$ cat src/rtl/shifter_pipe_if.sv
// Valid/ready operand and result bus for shifter_pipe.
// slave is the shifter side, master is the producer/consumer side.
interface shifter_pipe_if #(
    parameter int unsigned WIDTH = 8
);
    localparam int unsigned SHW = $clog2(WIDTH);

    logic             in_valid;
    logic             in_ready;
    logic [WIDTH-1:0] d_in;
    logic [1:0]       op;
    logic [SHW-1:0]   shamt;
    logic             out_valid;
    logic             out_ready;
    logic [WIDTH-1:0] d_out;
    logic             carry;
    logic             zero;

    modport slave (
        input  in_valid, d_in, op, shamt, out_ready,
        output in_ready, out_valid, d_out, carry, zero
    );

    modport master (
        output in_valid, d_in, op, shamt, out_ready,
        input  in_ready, out_valid, d_out, carry, zero
    );
endinterface

$ cat src/rtl/shifter_pipe.sv
// Two-stage pipelined barrel shifter (LSL/LSR/ASR/ROR) with carry and zero flags
// and a valid/ready handshake on both sides.
module shifter_pipe #(
    parameter int unsigned WIDTH = 8
) (
    input logic           clk,
    input logic           reset_n,
    shifter_pipe_if.slave bus
);
    localparam int unsigned SHW = $clog2(WIDTH);

    typedef enum logic [1:0] {
        OpLsl = 2'b00,
        OpLsr = 2'b01,
        OpAsr = 2'b10,
        OpRor = 2'b11
    } op_e;

    logic             v1_q, v1_d;
    logic [WIDTH-1:0] s1_data_q, s1_data_d;
    logic [1:0]       s1_op_q, s1_op_d;
    logic [SHW-1:0]   s1_shamt_q, s1_shamt_d;
    logic             v2_q, v2_d;
    logic [WIDTH-1:0] s2_data_q, s2_data_d;
    logic             s2_carry_q, s2_carry_d;

    logic             adv2;
    logic             in_ready;
    logic [WIDTH-1:0] src;
    logic [WIDTH-1:0] lvl;
    logic [WIDTH-1:0] shift_res;
    logic             shift_carry;
    logic             fill;
    logic [SHW-1:0]   shamt_m1;

    function automatic logic [WIDTH-1:0] bit_rev(input logic [WIDTH-1:0] x);
        logic [WIDTH-1:0] r;
        for (int i = 0; i < WIDTH; i++) begin
            r[i] = x[WIDTH-1-i];
        end
        return r;
    endfunction

    assign adv2     = !v2_q || bus.out_ready;
    assign in_ready = !v1_q || adv2;

    // Left shifts run through the right-shift network on a bit-reversed operand,
    // so a single log2(WIDTH)-level right-shift/rotate mux chain serves all ops.
    always_comb begin
        src  = (s1_op_q == OpLsl) ? bit_rev(s1_data_q) : s1_data_q;
        fill = (s1_op_q == OpAsr) && s1_data_q[WIDTH-1];
        lvl  = src;
        for (int k = 0; k < SHW; k++) begin
            if (s1_shamt_q[k]) begin
                if (s1_op_q == OpRor) begin
                    lvl = (lvl >> (1 << k)) | (lvl << (WIDTH - (1 << k)));
                end else begin
                    lvl = (lvl >> (1 << k)) | ({WIDTH{fill}} & ~({WIDTH{1'b1}} >> (1 << k)));
                end
            end
        end
        shift_res = (s1_op_q == OpLsl) ? bit_rev(lvl) : lvl;

        // Last bit out is src[shamt-1]; for LSL that maps to d_in[WIDTH-shamt].
        shamt_m1 = s1_shamt_q - SHW'(1);
        if (s1_shamt_q == '0) begin
            shift_carry = 1'b0;
        end else if (s1_op_q == OpRor) begin
            shift_carry = shift_res[WIDTH-1];
        end else begin
            shift_carry = src[shamt_m1];
        end
    end

    always_comb begin
        v1_d       = v1_q;
        s1_data_d  = s1_data_q;
        s1_op_d    = s1_op_q;
        s1_shamt_d = s1_shamt_q;
        v2_d       = v2_q;
        s2_data_d  = s2_data_q;
        s2_carry_d = s2_carry_q;
        if (adv2) begin
            v2_d       = v1_q;
            s2_data_d  = shift_res;
            s2_carry_d = shift_carry;
        end
        if (in_ready) begin
            v1_d       = bus.in_valid;
            s1_data_d  = bus.d_in;
            s1_op_d    = bus.op;
            s1_shamt_d = bus.shamt;
        end
    end

    always_ff @(posedge clk or negedge reset_n) begin
        if (!reset_n) begin
            v1_q       <= 1'b0;
            s1_data_q  <= '0;
            s1_op_q    <= '0;
            s1_shamt_q <= '0;
            v2_q       <= 1'b0;
            s2_data_q  <= '0;
            s2_carry_q <= 1'b0;
        end else begin
            v1_q       <= v1_d;
            s1_data_q  <= s1_data_d;
            s1_op_q    <= s1_op_d;
            s1_shamt_q <= s1_shamt_d;
            v2_q       <= v2_d;
            s2_data_q  <= s2_data_d;
            s2_carry_q <= s2_carry_d;
        end
    end

    assign bus.in_ready  = in_ready;
    assign bus.out_valid = v2_q;
    assign bus.d_out     = s2_data_q;
    assign bus.carry     = s2_carry_q;
    // Gated by v2 so an empty pipe never reports a zero result.
    assign bus.zero      = v2_q && (s2_data_q == '0);
endmodule

$ cat src/flat_wrapper.sv
// flat-port wrapper written by rule: the top's interface ports become plain ports
module shifter_pipe_flat 
#(
    parameter int unsigned WIDTH = 8
)
  (clk, reset_n, bus_in_valid, bus_d_in, bus_op, bus_shamt, bus_out_ready, bus_in_ready, bus_out_valid, bus_d_out, bus_carry, bus_zero);
  shifter_pipe_if #(.WIDTH(WIDTH)) bus_i ();
  input logic clk;
  input logic reset_n;
  input wire logic [$bits(bus_i.in_valid)-1:0] bus_in_valid;
  input wire logic [$bits(bus_i.d_in)-1:0] bus_d_in;
  input wire logic [$bits(bus_i.op)-1:0] bus_op;
  input wire logic [$bits(bus_i.shamt)-1:0] bus_shamt;
  input wire logic [$bits(bus_i.out_ready)-1:0] bus_out_ready;
  output wire logic [$bits(bus_i.in_ready)-1:0] bus_in_ready;
  output wire logic [$bits(bus_i.out_valid)-1:0] bus_out_valid;
  output wire logic [$bits(bus_i.d_out)-1:0] bus_d_out;
  output wire logic [$bits(bus_i.carry)-1:0] bus_carry;
  output wire logic [$bits(bus_i.zero)-1:0] bus_zero;
  assign bus_i.in_valid = bus_in_valid;
  assign bus_i.d_in = bus_d_in;
  assign bus_i.op = bus_op;
  assign bus_i.shamt = bus_shamt;
  assign bus_i.out_ready = bus_out_ready;
  assign bus_in_ready = bus_i.in_ready;
  assign bus_out_valid = bus_i.out_valid;
  assign bus_d_out = bus_i.d_out;
  assign bus_carry = bus_i.carry;
  assign bus_zero = bus_i.zero;
  shifter_pipe #(.WIDTH(WIDTH)) u_core (.clk(clk), .reset_n(reset_n), .bus(bus_i));
endmodule
$ cat config.mk
export PLATFORM = sky130hd
export DESIGN_NAME = shifter_pipe_flat
export DESIGN_NICKNAME = d
export VERILOG_FILES = /design/src/rtl/shifter_pipe_if.sv /design/src/rtl/shifter_pipe.sv /design/src/flat_wrapper.sv
export SDC_FILE = /design/constraint.sdc
export NUM_CORES = 1
export LEC_CHECK = 0
export ABC_AREA = 1
export CAP_MARGIN = 25
export CORE_UTILIZATION = 52
export DETAILED_ROUTE_END_ITERATION = 12
export GPL_TIMING_DRIVEN = 0
export PLACE_DENSITY = 0.79
export SYNTH_ARGS = -nofsm -noshare
export SYNTH_HDL_FRONTEND = slang
export SYNTH_SLANG_ARGS = --single-unit
$ cat constraint.sdc
create_clock -name clk -period 2.1 [get_ports clk]
set_input_delay 0.525 -clock clk [delete_from_list [all_inputs] [get_ports clk]]
set_output_delay 0.525 -clock clk [all_outputs]
set_load 0.05 [all_outputs]
Word level (Yosys, flattened, before mapping)
Index checks and enable logic that the tools add are counted.
Storage, ports and cells
  register bits: 24
  input bits: 17
  output and inout port bits: 12
  word-level logic and storage cells: 38
Cells by class
  $add $sub $neg: 1
  order comparisons: 1
  eq/ne operators: 2
  multiplexer cells: 12
  bitwise operators: 6
  reductions and logical operators: 9
Operator list (number)
  $mux 8: 8
  $or 4x8->8: 2
  $or 6x8->8: 2
  $or 7x8->8: 2
  $logic_not 8->1: 1
  $eq 2x2->1 const B: 2
  $lt 3x4->1 const B: 1
  $bmux 1 s3: 1
  $logic_not 3->1: 1
  $mux 1: 3
  $sub 3x1->3 const B: 1
  $logic_and 1x1->1: 2
  $logic_not 1->1: 2
  $logic_not 2->1: 1
  $logic_or 1x1->1: 2

Logic depth before layout (Yosys ltp)
  depth after elaboration: 14
  mapped depth: 13
  depth with buffers taken out: 13

Worst setup path after synthesis
No wires, ideal clock.
  path type: reg2out
  start point: register u_core.s2_data_q[0] (netlist: u_core.bus.d_out[0])
  end point: output port bus_zero
  data arrival time: 2394 ps
  required time: 1575 ps
  path slack: -819 ps
  cell stages (with the launch flop): 4
  path buffers: 0
  cell sequence: dfrtp_1 nor4_1 nand2_1 nor4_1
Between the ends
  longest elaborated chain between the ends: 2
Ends and longest elaborated chain
  from (decl): RTL line shifter_pipe.sv:24  | logic [WIDTH-1:0] s2_data_q, s2_data_d;
  from (signal assigned): RTL line shifter_pipe.sv:111  | s2_data_q <= s2_data_d;
  $logic_not 8->1: RTL line shifter_pipe.sv:121  | assign bus.zero = v2_q && (s2_data_q == '0);
  $logic_and 1x1->1: RTL line shifter_pipe.sv:121
  to (decl): RTL line flat_wrapper.sv:19  | output wire logic [$bits(bus_i.zero)-1:0] bus_zero;
No other way between the ends.

Worst setup path in the final report
Same ends and word-level chain as after synthesis.

==> impl_results.rst <==
.. list-table::
   :header-rows: 1

   * - Metric
     - Value
   * - Result of the run
     - finished clean
   * - Number of antenna cells inserted
     - 0
   * - Internal
     - just over 0.0009 W
   * - Syn_area_per_cell
     - 6.837 um^2
   * - DRC violations left
     - 0
   * - Worst-case clock skew
     - between 4 and 5 ps
   * - Share of the yosys chip area belonging to registers
     - a little over a third
   * - Global-route wire length before repair
     - between 6 and 7 mm
   * - Number of nets in the finished design
     - between 200 and 300
   * - Tot GR Track Use
     - 26.32%
   * - Post-route clock period utilization
     - between 90% and 100%
   * - Count of pins on the block boundary
     - 29
   * - Average wire per standard cell
     - around 12 um
   * - Ratio of cells with drive above 1 in the final layout
     - about an eighth
   * - Antenna-violating nets left
     - 0
   * - Minimum hold slack
     - about 510 ps
   * - Flip-flop and latch count after synthesis
     - 24
   * - Initial core utilization
     - between 50% and 60%
   * - CTS tree
     - built
   * - Hold buffers post-CTS
     - 0
   * - Power Density
     - approximately 800 mW/mm^2
   * - Clk Latency, worst-skew pair
     - 320 ps
   * - Area taken by flip-flops and latches
     - around 600 um^2
   * - Worst IR Drop VDD
     - about 0.00057 V
   * - Die Height
     - about 58 um
   * - Area added between synthesis and finish
     - 25.82%
   * - Worst Max-Slew Pin Slew
     - between 600 and 700 ps
   * - Vias
     - approximately 1,700
   * - Top fanout value on the critical path
     - 3
   * - Final critical path time including I/O delays and setup
     - between 2000 and 2500 ps
   * - Number of global-route vias before repair
     - ~1,600
   * - Buffers added on ports
     - 28
   * - Floorplan die area
     - 0.003398 mm^2
   * - Switching power total
     - about 0.00075 W
   * - Post-CTS clock slew at the launch and capture registers of the worst setup and hold paths
     - around 130 ps
   * - Fraction of power consumed by the clock network
     - 14.7%
   * - Endpoint arrival time on the critical path
     - about 1500 ps
   * - Setup slack of the worst register-to-register path
     - 320 ps
   * - Core Box Area
     - 0.003028 mm^2
   * - Aggregate global routing overflow
     - 0
   * - Area used by multi-input combinational logic
     - just over 900 um^2
   * - Net Sw Frac
     - 44.69%
   * - Die Wd
     - slightly below 60 um
   * - Vias per std cell
     - between 5 and 6
   * - Post-Synthesis Cells
     - approximately 240
   * - Sequential share of power
     - approximately 36%
   * - Gpl congestion
     - between 0.9 and 1
   * - Post-layout total power
     - ~0.0017 W
   * - Post-synthesis net count
     - 260
   * - Starting DRC count in detailed routing
     - 105
   * - Final hold vios
     - 0
   * - Worst-case setup slack after placement
     - -1040 ps
   * - Iteration count of the initial detailed-routing pass
     - 4
   * - PnR worst setup slack
     - roughly 50 ps
   * - Final Max Slew Viols
     - 0
   * - Max-capacitance violation count
     - 0
   * - CP endpoint kind
     - primary output
   * - Detailed placement HPWL
     - just over 3 mm
   * - TritonCTS sink count
     - 24
   * - Clock root buffer
     - sky130_fd_sc_hd__clkbuf_4
   * - Setup repair after global routing missed its margin
     - yes
   * - Proportion of power drawn by combinational gates
     - 48.9%
   * - Classification of the worst-slack hold path
     - reg -> reg
   * - Number of different library cells in the post-synthesis netlist
     - 23
   * - Final Core Density
     - 68.47%
   * - Worst Path Required
     - around 1600 ps
   * - WL final
     - around 4.0 mm
   * - Setup-failing EPs final
     - 0
   * - H-tree depth
     - 1
   * - Std-Cell Rows
     - 20
   * - Highest clock rate
     - 0.4877 GHz
   * - Classification of the worst setup path
     - reg -> out
   * - Pin count of the biggest net entering global routing
     - 14
   * - Ys Warns
     - 0
   * - Area of the mapped netlist
     - about 0.0016 mm^2
   * - Fill count
     - 280
   * - Max clock buf depth
     - 2
   * - Static power due to leakage
     - roughly 1.1 nW
   * - Number of antenna violations at the first check in global routing
     - 0
   * - Max-Slew Margin vs Limit
     - 58.75%
   * - Element type at the critical path start
     - flop
   * - Number of buffers created by CTS
     - 3
==> synthesized netlist by cell type <==
cell	instances	area share, %
sky130_fd_sc_hd__ha_1	2	1.5
sky130_fd_sc_hd__nor2_1	4	0.91
sky130_fd_sc_hd__buf_4	1	0.46
sky130_fd_sc_hd__dfrtp_1	24	36
sky130_fd_sc_hd__o21ai_0	13	3.9
sky130_fd_sc_hd__nand2_4	3	2.0
sky130_fd_sc_hd__or2_2	1	0.38
sky130_fd_sc_hd__buf_6	1	0.68
sky130_fd_sc_hd__nand3_2	5	3.0
sky130_fd_sc_hd__buf_2	2	0.61
sky130_fd_sc_hd__clkinv_1	1	0.23
sky130_fd_sc_hd__nand3_1	56	17
sky130_fd_sc_hd__nor4_1	2	0.76
sky130_fd_sc_hd__nand3b_1	1	0.46
sky130_fd_sc_hd__nand2_2	3	1.1
sky130_fd_sc_hd__inv_1	21	4.8
sky130_fd_sc_hd__nand3_4	1	1.1
sky130_fd_sc_hd__inv_2	3	0.68
sky130_fd_sc_hd__xnor2_1	1	0.53
sky130_fd_sc_hd__nor2_4	1	0.68
sky130_fd_sc_hd__clkbuf_1	3	0.68
sky130_fd_sc_hd__nand2_1	91	21
sky130_fd_sc_hd__buf_12	1	1.2
==> cells in the final DEF (no fill, tap or decap), types with 3 or more instances in the layout <==
cell type,n
sky130_fd_sc_hd__buf_6,3
sky130_fd_sc_hd__clkbuf_4,3
sky130_fd_sc_hd__clkdlybuf4s50_1,19
sky130_fd_sc_hd__dfrtp_1,24
sky130_fd_sc_hd__dlygate4sd2_1,3
sky130_fd_sc_hd__dlymetal6s2s_1,4
sky130_fd_sc_hd__inv_1,21
sky130_fd_sc_hd__inv_2,3
sky130_fd_sc_hd__nand2_1,90
sky130_fd_sc_hd__nand2_2,4
sky130_fd_sc_hd__nand2_4,3
sky130_fd_sc_hd__nand3_1,56
sky130_fd_sc_hd__nand3_2,5
sky130_fd_sc_hd__nor2_1,3
sky130_fd_sc_hd__o21ai_0,13
==> cell type report <==
| cell class | instances | area share [%] |
|---|---|---|
| sequential | 24 | 28.97 |
| buffer | 7 | 2.716 |
| inverter | 25 | 4.526 |
| timing repair buffer | 30 | 15.03 |
| tap | 44 | 2.655 |
| clock buffer | 4 | 1.750 |
| multi-input combinational | 184 | 44.36 |
==> stage by stage <==
stage | area [um^2] | setup TNS [ps] | std cells
6_report | 2073 | 0 | 318
5_1_grt | 2073 | -18.86 | 318
4_1_cts | 2061 | 0 | 319
3_5_place_dp | 2013 | -1287 | 314
3_3_place_gp | 1998 | -1234 | 313
2_1_floorplan | 1663 | 0 | 241
==> registers in the layout, indices dropped and copies added, names as in the netlist <==
name,flops
u_core.s1_op_q,2
u_core.bus.carry,1
u_core.s1_shamt_q,3
u_core.s1_data_q,8
u_core.bus.out_valid,1
u_core.bus.d_out,8
u_core.v1_q,1
==> critical path, cell delays in order (launching register included) <==
cell                      delay (ps)
sky130_fd_sc_hd__dfrtp_1         440
sky130_fd_sc_hd__nor4_2          300
sky130_fd_sc_hd__nand2_1         120
sky130_fd_sc_hd__nor4_4          150
sky130_fd_sc_hd__buf_6           190
==> routing by layer <==
| metal | share of wire [%] | vias up | track usage [%] | routed length, um |
|---|---|---|---|---|
| met4 | 1.2 | 0 | 7.483 | 49 |
| met5 | 0 | - | 0 | 0 |
| met1 | 48 | 805 | 38.55 | 1894 |
| met3 | 3.0 | 5 | 2.198 | 118 |
| li1 | - | 842 | - | - |
| met2 | 48 | 36 | 42.04 | 1906 |
==> worst paths after layout <==
kind / start / endpoint / cells past startpoint
setup / recovery: u_core.bus.d_out[0] / bus_zero / 4
setup reg to reg: u_core.s1_shamt_q[1] / u_core.bus.carry / 11
max in group asynchronous: reset_n / u_core.s1_op_q[0] / 2
min in group asynchronous: reset_n / u_core.bus.d_out[0] / 1
hold reg to reg: u_core.v1_q / u_core.bus.out_valid / 1
hold / removal: u_core.v1_q / u_core.bus.out_valid / 1
==> logic make-up after synthesis <==
group	share of synthesized area, %
XOR/XNOR	0.5316
adder cells (fa/ha/maj)	1.518
AND/OR/NAND/NOR	48.22
buffers and inverters	9.340
AO/OA/AOI/OAI	3.948
flip-flops	36.45
==> repair_timing <==
action,in CTS,in global routing
buffers inserted,1,0
gates resized for setup,20,6
endpoints found under the setup margin,5,4
cloned,0,0
pin swaps,2,2
==> power by group through the flow <==
stage	registers (W)	clock network, W	logic (W)
2_1_floorplan	0.000776	0	0.000408
3_3_place_gp	0.000611	0	0.000800
3_5_place_dp	0.000614	0	0.000813
4_1_cts	0.000604	0.000250	0.000812
5_1_grt	0.000618	0.000267	0.000898
6_report	0.000607	0.000246	0.000815
Power figures use the tool's default switching activity.
